===== src/rtl/program_loader_pkg.sv =====
// Shared constants and state encoding for the program loader.
// No logic; types and constants only.
// Imported by the loader top.
package program_loader_pkg;

    // Frame start marker sent by the host before LEN.
    localparam logic [7:0] LOAD_HEADER = 8'hA5;

    // Instruction word width: {opcode, arg_a, arg_b}.
    localparam int WORD_W = 24;

    typedef enum logic [2:0] {
        ST_IDLE    = 3'd0,
        ST_LEN     = 3'd1,
        ST_PAYLOAD = 3'd2,
        ST_CHECK   = 3'd3,
        ST_DONE    = 3'd4,
        ST_ERR     = 3'd5
    } load_state_e;

    // Byte-accepting states; DONE and ERR are single-cycle and refuse input.
    function automatic logic state_accepts(input load_state_e s);
        return (s == ST_IDLE) || (s == ST_LEN) || (s == ST_PAYLOAD) || (s == ST_CHECK);
    endfunction

endpackage


===== src/rtl/program_loader.sv =====
// Packs a framed host byte stream into 24-bit words and writes them to program ROM from address 0.
// Latency: ROM write strobe 1 cycle after a word's third byte; done/error pulse 1 cycle after CHK.
// Backpressure: in_ready low only in the one-cycle DONE/ERR states; no bubbles inside a frame.
module program_loader
    import program_loader_pkg::*;
#(
    parameter int          ADDR_W  = 8,
    parameter int unsigned TIMEOUT = 65535,
    parameter int          TO_W    = 16
) (
    input  logic                 clk,
    input  logic                 rst,
    input  logic                 in_valid,
    input  logic [7:0]           in_data,
    output logic                 in_ready,
    output logic                 rom_w_enable,
    output logic [ADDR_W-1:0]    rom_w_addr,
    output logic [WORD_W-1:0]    rom_w_data,
    output logic                 cpu_halt,
    output logic                 busy,
    output logic                 load_done,
    output logic                 load_error
);

    localparam logic [TO_W-1:0] TO_LIMIT = TO_W'(TIMEOUT);

    load_state_e         state_q, state_d;
    logic [7:0]          words_left_q, words_left_d;
    logic [ADDR_W-1:0]   word_idx_q, word_idx_d;
    logic [1:0]          byte_idx_q, byte_idx_d;
    logic [7:0]          chk_q, chk_d;
    logic [TO_W-1:0]     to_cnt_q, to_cnt_d;
    logic                wen_q, wen_d;
    logic [ADDR_W-1:0]   waddr_q, waddr_d;
    logic [WORD_W-1:0]   wdata_q, wdata_d;
    logic                halt_q, halt_d;
    logic                accept;

    assign in_ready     = state_accepts(state_q);
    assign accept       = in_valid && in_ready;
    assign busy         = (state_q != ST_IDLE);
    assign load_done    = (state_q == ST_DONE);
    assign load_error   = (state_q == ST_ERR);
    assign rom_w_enable = wen_q;
    assign rom_w_addr   = waddr_q;
    assign rom_w_data   = wdata_q;
    // Cleared on entry to DONE, so it drops in the same cycle as load_done.
    assign cpu_halt     = halt_q;

    // Next-state: frame parsing, word packing, checksum, idle timeout.
    always_comb begin
        state_d      = state_q;
        words_left_d = words_left_q;
        word_idx_d   = word_idx_q;
        byte_idx_d   = byte_idx_q;
        chk_d        = chk_q;
        to_cnt_d     = '0;
        wen_d        = 1'b0;
        waddr_d      = waddr_q;
        wdata_d      = wdata_q;
        halt_d       = halt_q;

        case (state_q)
            ST_IDLE: begin
                if (accept && (in_data == LOAD_HEADER)) begin
                    state_d = ST_LEN;
                    halt_d  = 1'b1;
                end
            end
            ST_LEN: begin
                if (accept) begin
                    if (in_data == 8'h00) begin
                        state_d = ST_ERR;
                    end else begin
                        words_left_d = in_data;
                        word_idx_d   = '0;
                        byte_idx_d   = 2'd0;
                        chk_d        = in_data;
                        state_d      = ST_PAYLOAD;
                    end
                end
            end
            ST_PAYLOAD: begin
                if (accept) begin
                    chk_d = chk_q ^ in_data;
                    case (byte_idx_q)
                        2'd0: begin
                            wdata_d[23:16] = in_data;
                            byte_idx_d     = 2'd1;
                        end
                        2'd1: begin
                            wdata_d[15:8] = in_data;
                            byte_idx_d    = 2'd2;
                        end
                        default: begin
                            wdata_d[7:0] = in_data;
                            byte_idx_d   = 2'd0;
                            wen_d        = 1'b1;
                            waddr_d      = word_idx_q;
                            word_idx_d   = word_idx_q + 1'b1;
                            words_left_d = words_left_q - 8'd1;
                            if (words_left_q == 8'd1) begin
                                state_d = ST_CHECK;
                            end
                        end
                    endcase
                end
            end
            ST_CHECK: begin
                if (accept) begin
                    if (in_data == chk_q) begin
                        state_d = ST_DONE;
                        halt_d  = 1'b0;
                    end else begin
                        state_d = ST_ERR;
                    end
                end
            end
            default: begin
                // DONE and ERR each last a single cycle.
                state_d = ST_IDLE;
            end
        endcase

        // Idle watchdog while a frame is open; a stalled host aborts the load.
        if ((state_q == ST_LEN) || (state_q == ST_PAYLOAD) || (state_q == ST_CHECK)) begin
            if (!accept) begin
                to_cnt_d = to_cnt_q + 1'b1;
                if ((TIMEOUT != 0) && (to_cnt_d == TO_LIMIT)) begin
                    state_d = ST_ERR;
                end
            end
        end
    end

    // State and datapath registers with asynchronous reset.
    always_ff @(posedge clk or posedge rst) begin
        if (rst) begin
            state_q      <= ST_IDLE;
            words_left_q <= 8'd0;
            word_idx_q   <= '0;
            byte_idx_q   <= 2'd0;
            chk_q        <= 8'd0;
            to_cnt_q     <= '0;
            wen_q        <= 1'b0;
            waddr_q      <= '0;
            wdata_q      <= '0;
            halt_q       <= 1'b0;
        end else begin
            state_q      <= state_d;
            words_left_q <= words_left_d;
            word_idx_q   <= word_idx_d;
            byte_idx_q   <= byte_idx_d;
            chk_q        <= chk_d;
            to_cnt_q     <= to_cnt_d;
            wen_q        <= wen_d;
            waddr_q      <= waddr_d;
            wdata_q      <= wdata_d;
            halt_q       <= halt_d;
        end
    end

endmodule

===== config.mk =====
export PLATFORM = sky130hd
export DESIGN_NAME = program_loader
export DESIGN_NICKNAME = d
export VERILOG_FILES = /design/src/rtl/program_loader_pkg.sv /design/src/rtl/program_loader.sv
export SDC_FILE = /design/constraint.sdc
export NUM_CORES = 1
export LEC_CHECK = 0
export ABC_AREA = 1
export CORE_MARGIN = 1
export CORE_UTILIZATION = 60
export DETAILED_ROUTE_END_ITERATION = 10
export PLACE_DENSITY = 0.92
export SYNTH_ARGS = -nofsm -noshare
export SYNTH_HDL_FRONTEND = slang
export SYNTH_SLANG_ARGS = --single-unit

===== constraint.sdc =====
create_clock -name clk -period 3.85 [get_ports clk]
set_clock_uncertainty 0.1 [all_clocks]
set_input_delay 0.385 -clock clk [delete_from_list [all_inputs] [get_ports clk]]
set_output_delay 0.385 -clock clk [all_outputs]
set_load 0.02 [all_outputs]

==> metrics, run 1 <==
dpl ws 1.321 ns; Switching Fraction 43.46%; diode count 0; Unique masters post-synth 31; CTS tree built; Tmin final 2.266 ns; GRT overflow 0; Synth Cell Area 0.004064 mm2; DRC viols 3; EDFF count, synth 0; Primary FF master, synth dfrtp_1; 1st-pass router iterations 9; total CTS buffers 9; # nets final 571; clock slew at reported path FFs 0.09 ns; antenna violations before repair 0; CTS sink cnt 79; R2R Setup Slk 1.77 ns; maximum VDD drop 0.4479 mV; sequential share of power 35.0%; Setup Viol. Count Final 0; post-CTS setup buffers 0; Hold Violations, Final 0; Yosys warning count 0; Arr. time, crit path 2.38 ns; WL per Instance 15.79 um; chip height 84.30 um; Fmax 441.2 MHz; IO Pins 49; Crit. End Element flip-flop; cell count along the critical path 7; failing checks design-rule violations; Int Pwr 2.178 mW; crit-path leading delay family buffers and inverters; Seq/Total Area, Yosys 48.65%; largest net degree at the start of global routing 29; Worst-Skew Late Latency 0.36 ns; startpoint class of the critical path input pin; fraction of registers with async set/reset 100.0%; dpl hpwl 6.935 mm; CTS H-tree depth 3; FP Rows 29; crit-path cells clkdlybuf4s50_1 -> nand2_2 -> inv_1 -> nand3_1 -> clkinv_1 -> nor2_1 -> a21oi_1; Setup TNS Final 0 ns; RSZ-0062 raised after global routing false; Cell Area, Placed 0.004574 mm2; Hold Buf Count CTS 0; Iteration-0 DRC Markers 444; Combinational Power Share 46.7%; Critical Path RT 3.97 ns; PD cells 802.1 mW/mm2; Fin Hold WS 0.2926 ns; Max Slew Vio Count 0; Total Wirelength 10.06 mm; final instance area 0.004802 mm2; first-pass GRT wire length 16.85 mm; Via density 5.763; worst flop-to-flop path endpoint rom_w_data[7]; syn_nets 521; P_leak 2.246 nW; status complete, but fails checks; Initial Utilization 62.92%; clock power share 18.3%; port bufs 48; Hold WC Path Type input pin to asynchronous set/reset pin; Setup Crit Path Kind input pin to flip-flop; Mapped Avg Cell Area 8.047 um2; CTS Buffer Depth 2; Slowest-stage cell, CP clkdlybuf4s50_1; CTS Root Cell clkbuf_8; Final period util 58.87%; core box area 0.006459 mm2; RR Startpoint state_q[1]; headroom to the max-slew limit 60.87%; crit path max fanout 15; Slew @ Worst Pin 0.5856 ns; vias in the first global route 3449; Die Area 0.007106 mm2; WP buf/inv 3; fraction of layout cells with a size suffix above 1 7.857%; Core Util, Final 74.35%; final worst slack 1.584 ns; Area Overhead vs Synth 18.17%; Routed Antenna Nets 0; synthesized instance count 505; Sw Pwr 1.674 mW; Synth Register Bits 79; r2r worst-path depth 8; die width 84.30 um; Max-cap violations 0; Total GRT Usage 30.81%; max incr delay on CP 0.63 ns; Vias 3671; # resized after CTS 0; routability-driven placement congestion ratio 0.8938
stage by stage:
stage | power [mW] | std cells
final | 3.852 | 637
after global routing | 4.103 | 637
after CTS | 3.850 | 637
after detailed placement | 3.107 | 621
after global placement | 3.008 | 621
after floorplan | 2.557 | 505
layout make-up:
| class | count | area (um2) |
|---|---|---|
| multi-input combinational | 363 | 1804 |
| sequential | 79 | 1977 |
| clock inverter | 7 | 103.9 |
| fill | 424 | 1657 |
| tap | 77 | 96.34 |
| timing repair buffer | 51 | 503.0 |
| clock buffer | 9 | 123.9 |
| inverter | 51 | 193.9 |
layout by cell type (no fill, tap or decap), types with 2 or more instances in the layout:
cell	Yosys	final
o21ai_2	10	10
a21oi_1	17	17
clkinvlp_4	0	2
nand3_1	27	27
xnor2_1	9	9
nand4_1	9	9
buf_4	0	3
clkbuf_8	0	9
nand3_2	2	2
nand2_2	3	3
nor2_2	2	2
nand2_1	152	152
o21ai_0	36	36
o21ai_1	2	2
inv_1	47	46
clkdlybuf4s50_1	0	48
nor2_1	60	60
bufinv_16	0	2
dfrtp_1	79	79
ha_1	5	5
o21a_1	7	7
nor2_8	2	2
xor2_1	7	7
inv_2	2	3
nor3_1	3	3
o21bai_1	5	5
logic make-up after synthesis:
| kind of cell | synth area share [%] |
|---|---|
| fa+ha+maj | 1.539 |
| xor+xnor | 3.448 |
| simple gates | 27.49 |
| flops | 48.65 |
| buf+inv | 6.958 |
| compound gates | 11.92 |
worst max path at each step:
stage,startpoint,to,slack [ns]
after global routing,in_valid,word_idx_q[0],1.40
final,in_valid,word_idx_q[0],1.58
after floorplan,rst,byte_idx_q[0],1.34
after CTS,state_q[0],busy,1.59
after global placement,in_valid,rom_w_data[7],1.38
after detailed placement,in_data[2],words_left_q[2],1.32
sequential cells by signal, indices dropped and copies added (netlist names):
signal        flops
rom_w_data       24
to_cnt_q         16
chk_q             8
rom_w_addr        8
word_idx_q        8
words_left_q      8
state_q           3
byte_idx_q        2
cpu_halt          1
rom_w_enable      1
Yosys cell counts (all sizes together), types with 2 or more instances:
library cell | n | area (um2)
a21oi | 18 | 101.4
buf | 10 | 81.32
clkbuf | 2 | 7.510
dfrtp | 79 | 1977
ha | 5 | 62.56
inv | 50 | 190.2
nand2 | 155 | 589.3
nand3 | 30 | 172.7
nand4 | 9 | 56.30
nor2 | 64 | 277.8
nor3 | 3 | 15.01
o21a | 7 | 52.55
o21ai | 48 | 277.8
o21bai | 5 | 37.54
xnor2 | 9 | 78.83
xor2 | 7 | 61.31
power by group through the flow:
stage	clock [mW]	combinational [mW]	sequential, mW
after floorplan	0	1.08	1.48
after global placement	0	1.68	1.33
after detailed placement	0	1.76	1.35
after CTS	0.714	1.80	1.34
after global routing	0.747	1.98	1.37
final	0.706	1.80	1.35
per-layer routing:
metal | vias up | share of wire, % | GRT usage, %
met4 | 0 | 3.3 | 14.11
met2 | 190 | 48 | 48.44
met1 | 1736 | 40 | 41.90
li1 | 1712 | - | -
met5 | - | 0 | 0
met3 | 33 | 8.5 | 5.801
Power figures use the tool's default switching activity.
==> run 2: changes to the inputs <==
Settings changed: CORE_UTILIZATION 60 to 56, PLACE_DENSITY 0.92 to 0.87.
Clock period 3.85 ns to 2.2 ns, I/O delays scaled along.
==> metrics, run 2 (synthesized netlist as in run 1, its figures left out) <==
status completed; Worst-Skew Late Latency 0.35 ns; crit path max fanout 6; port bufs 48; 1st-pass router iterations 5; CTS tree built; chip height 87.19 um; CTS Root Cell clkbuf_8; diode count 0; post-route insts no fill 666; WL per Instance 13.98 um; RSZ-0062 raised after global routing false; headroom to the max-slew limit 67.51%; dpl hpwl 6.839 mm; total power 6.522 mW; Core Util, Final 71.01%; post-CTS setup buffers 0; max incr delay on CP 0.62 ns; crit-path cells nor2_1 -> nand2_1 -> clkdlybuf4s50_1; final instance area 0.004905 mm2; first-pass GRT wire length 15.68 mm; GRT overflow 0; register area 0.001977 mm2; routability-driven placement congestion ratio 0.9728; Hold WC Path Type input pin to asynchronous set/reset pin; startpoint class of the critical path flip-flop; CTS sink cnt 79; Post-Place Cells 650; DRC viols 0; Setup Viol. Count Final 0; Routed Antenna Nets 0; Cell Area, Placed 0.004715 mm2; most common cell after layout, fill and taps aside nand2_1; Fmax 474.9 MHz; Multi-input gate area 0.001807 mm2; Crit. End Element output port; Initial Utilization 58.84%; die width 87.19 um; Die Area 0.007601 mm2; Vias 3595; PD cells 1330 mW/mm2; Setup TNS Final 0 ns; Via density 5.398; met2 WL 4.383 mm; Critical Path RT 1.88 ns; P_leak 2.284 nW; maximum VDD drop 0.6978 mV; Tmin final 2.106 ns; CTS Buffer Depth 2; antenna violations before repair 0; Setup Crit Path Kind flip-flop to output port; Area Overhead vs Synth 20.69%; FP Rows 30; Total Wirelength 9.311 mm; # resized after CTS 0; Max-cap violations 0; dpl ws 0.1011 ns; fraction of layout cells with a size suffix above 1 9.649%; max reg flops 24; Metal-1 WL 4.293 mm; commonest cells after routing, fill and taps aside nand2_1 (152), dfrtp_1 (79), nor2_1 (59); IO Pins 49; Fin Hold WS 0.1239 ns; Max Slew Vio Count 0; highest metal used met4; # nets final 581; CTS H-tree depth 3; WL met3 478 um; Slew @ Worst Pin 0.4860 ns; vias in the first global route 3303; clock slew at reported path FFs 0.09 ns; Fillers 530; Final period util 95.72%; Hold Violations, Final 0; Iteration-0 DRC Markers 208; Total GRT Usage 26.68%; largest net degree at the start of global routing 33; Arr. time, crit path 1.79 ns; Hold Buf Count CTS 0; total CTS buffers 9; final worst slack 0.09422 ns; Slowest-stage cell, CP clkdlybuf4s50_1; core box area 0.006907 mm2
## run 2: critical path, delay by kind of cell, from the launching register on
kind | cells | cell delay, ns
flip-flops | 1 | 0.55
AND/OR/NAND/NOR | 2 | 0.26
buffers and inverters | 1 | 0.62
## run 2: power breakdown
group | switching (mW) | total (mW) | internal, mW
Clock | 0.569 | 1.02 | 0.454
Sequential | 0.373 | 2.33 | 1.95
Combinational | 1.89 | 3.17 | 1.29
## run 2: path summary, 6_finish.rpt
path	start	endpoint	slack, ns	cells past startpoint
worst max-delay path	state_q[0]	busy	0.09	3
worst min-delay path	rst	words_left_q[4]	0.12	2
worst max register to register	to_cnt_q[1]	state_q[1]	0.17	10
worst min register to register	rom_w_data[21]	rom_w_data[21]	0.39	2
max in group asynchronous	rst	rom_w_data[7]	1.37	3
min in group clk	rom_w_data[21]	rom_w_data[21]	0.39	2
## run 2: routing by layer
layer | vias up | global-route usage [%]
li1 | 1738 | -
met4 | 0 | 9.091
met5 | - | 0
met3 | 18 | 4.265
met1 | 1715 | 36.99
met2 | 124 | 42.95
## run 2: layout make-up
class	instances	share of cell area, %
clock inverter	6	1.020
multi-input combinational	363	36.84
sequential	79	40.31
inverter	51	4.031
tap	96	2.449
timing repair buffer	61	12.55
clock buffer	10	2.806
==> run 3: changes to the inputs <==
Settings changed: CELL_PAD_IN_SITES_DETAIL_PLACEMENT set to 1, CELL_PAD_IN_SITES_GLOBAL_PLACEMENT set to 2, CORE_UTILIZATION 56 to 33, PLACE_DENSITY 0.87 to 0.86.
==> metrics, run 3 (synthesized netlist as in run 1, its figures left out) <==
status completed; max reg flops 24; Crit. End Element output port; Area Overhead vs Synth 25.03%; Iteration-0 DRC Markers 191; Routed Antenna Nets 0; total CTS buffers 9; crit-path leading delay family buffers and inverters; FP Rows 40; fraction of layout cells with a size suffix above 1 9.965%; CTS sink cnt 79; Critical Path RT 1.88 ns; vias in the first global route 3830; headroom to the max-slew limit 62.46%; Total Wirelength 11.41 mm; Setup Crit Path Kind flip-flop to output port; Tmin final 2.048 ns; met1 global-route usage 23.15%; WP buf/inv 1; DRC viols 0; routability-driven placement congestion ratio 0.8160; post-CTS setup buffers 0; die width 113.0 um; Vias 3569; CTS tree built; Max-cap violations 0; largest net degree at the start of global routing 32; Max Slew Vio Count 0; WL per Instance 15.87 um; IO Pins 49; Fmax 488.2 MHz; core box area 0.01201 mm2; clock slew at reported path FFs 0.06 ns; maximum VDD drop 0.5874 mV; 1st-pass router iterations 4; crit path max fanout 6; most common cell after layout, fill and taps aside nand2_1; GRT overflow 0; Final period util 93.11%; RSZ-0062 raised after global routing false; dpl hpwl 8.618 mm; CTS Root Cell clkbuf_16; first-pass GRT wire length 19.20 mm; antenna violations before repair 0; # nets final 583; PD cells 1382 mW/mm2; Setup Viol. Count Final 0; Setup TNS Final 0 ns; Fillers 1459; chip height 113.0 um; Initial Utilization 33.83%; Worst-Skew Late Latency 0.34 ns; CTS Buffer Depth 2; Total GRT Usage 19.50%; Via density 4.964; Die Area 0.01276 mm2; crit-path cells nor2_1 -> nand2_1 -> clkdlybuf4s50_1; P_leak 2.339 nW; commonest cells after routing, fill and taps aside nand2_1 (152), dfrtp_1 (79), nor2_1 (59); Top Usage Layer GRT met2; CTS H-tree depth 3; Slowest-stage cell, CP clkdlybuf4s50_1; post-route insts no fill 719; max incr delay on CP 0.62 ns; Hold WC Path Type input pin to asynchronous set/reset pin; Hold Violations, Final 0; Slew @ Worst Pin 0.5619 ns; port bufs 48; Post-Place Cells 703; startpoint class of the critical path flip-flop; diode count 0; grt met3 use 4.874%; met2 usage 34.73%; Arr. time, crit path 1.73 ns
==> run 3: per-layer routing <==
metal / vias to the layer above / part of all wire [%]
li1: 1728 / -
met1: 1787 / 44
met2: 40 / 52
met3: 14 / 2.4
met4: 0 / 1.9
met5: - / 0
==> run 3: area by class of cell <==
type                       count  area (um2)  share of cell area, %
sequential                    79        1977                  38.91
inverter                      51       197.7                  3.891
timing repair buffer          63       630.6                  12.41
multi-input combinational    363        1807                  35.56
clock buffer                  11       252.7                  4.974
tap                          147       183.9                  3.620
clock inverter                 5       32.53                 0.6402
==> run 3: worst paths after layout <==
check | from | endpoint | slack [ns] | cells after the start
worst max-delay path | state_q[0] | busy | 0.15 | 3
worst min-delay path | rst | chk_q[5] | 0.18 | 2
worst max register to register | to_cnt_q[0] | state_q[1] | 0.26 | 9
worst min register to register | rom_w_addr[4] | rom_w_addr[4] | 0.38 | 2
max in group asynchronous | rst | rom_w_data[4] | 1.28 | 3
min in group clk | rom_w_addr[4] | rom_w_addr[4] | 0.38 | 2
==> run 3: report_power, final <==
group	switching, mW	internal, mW
Sequential	0.385	1.96
Clock	0.608	0.821
Combinational	1.97	1.28
==> run 3: repair_timing <==
item / 4_1_cts / 5_1_grt
hold buffers: 0 / 0
resized for setup: 0 / 1
setup endpoints to repair: 0 / 1
==> run 3: through the flow <==
step           power (mW)  instance area, um2  setup slack, ns  hold slack (ns)  utilization (%)
2_1_floorplan       4.476                4068           0.5630           0.2787                -
3_3_place_gp        5.528                4793           0.1737           0.3641            39.91
3_5_place_dp        5.651                4793           0.1422           0.3701            39.91
4_1_cts             7.134                5079           0.1148           0.1922            42.28
5_1_grt             7.552                5081          0.02654           0.2283            42.30
6_report            7.025                5081           0.1516           0.1838            42.30
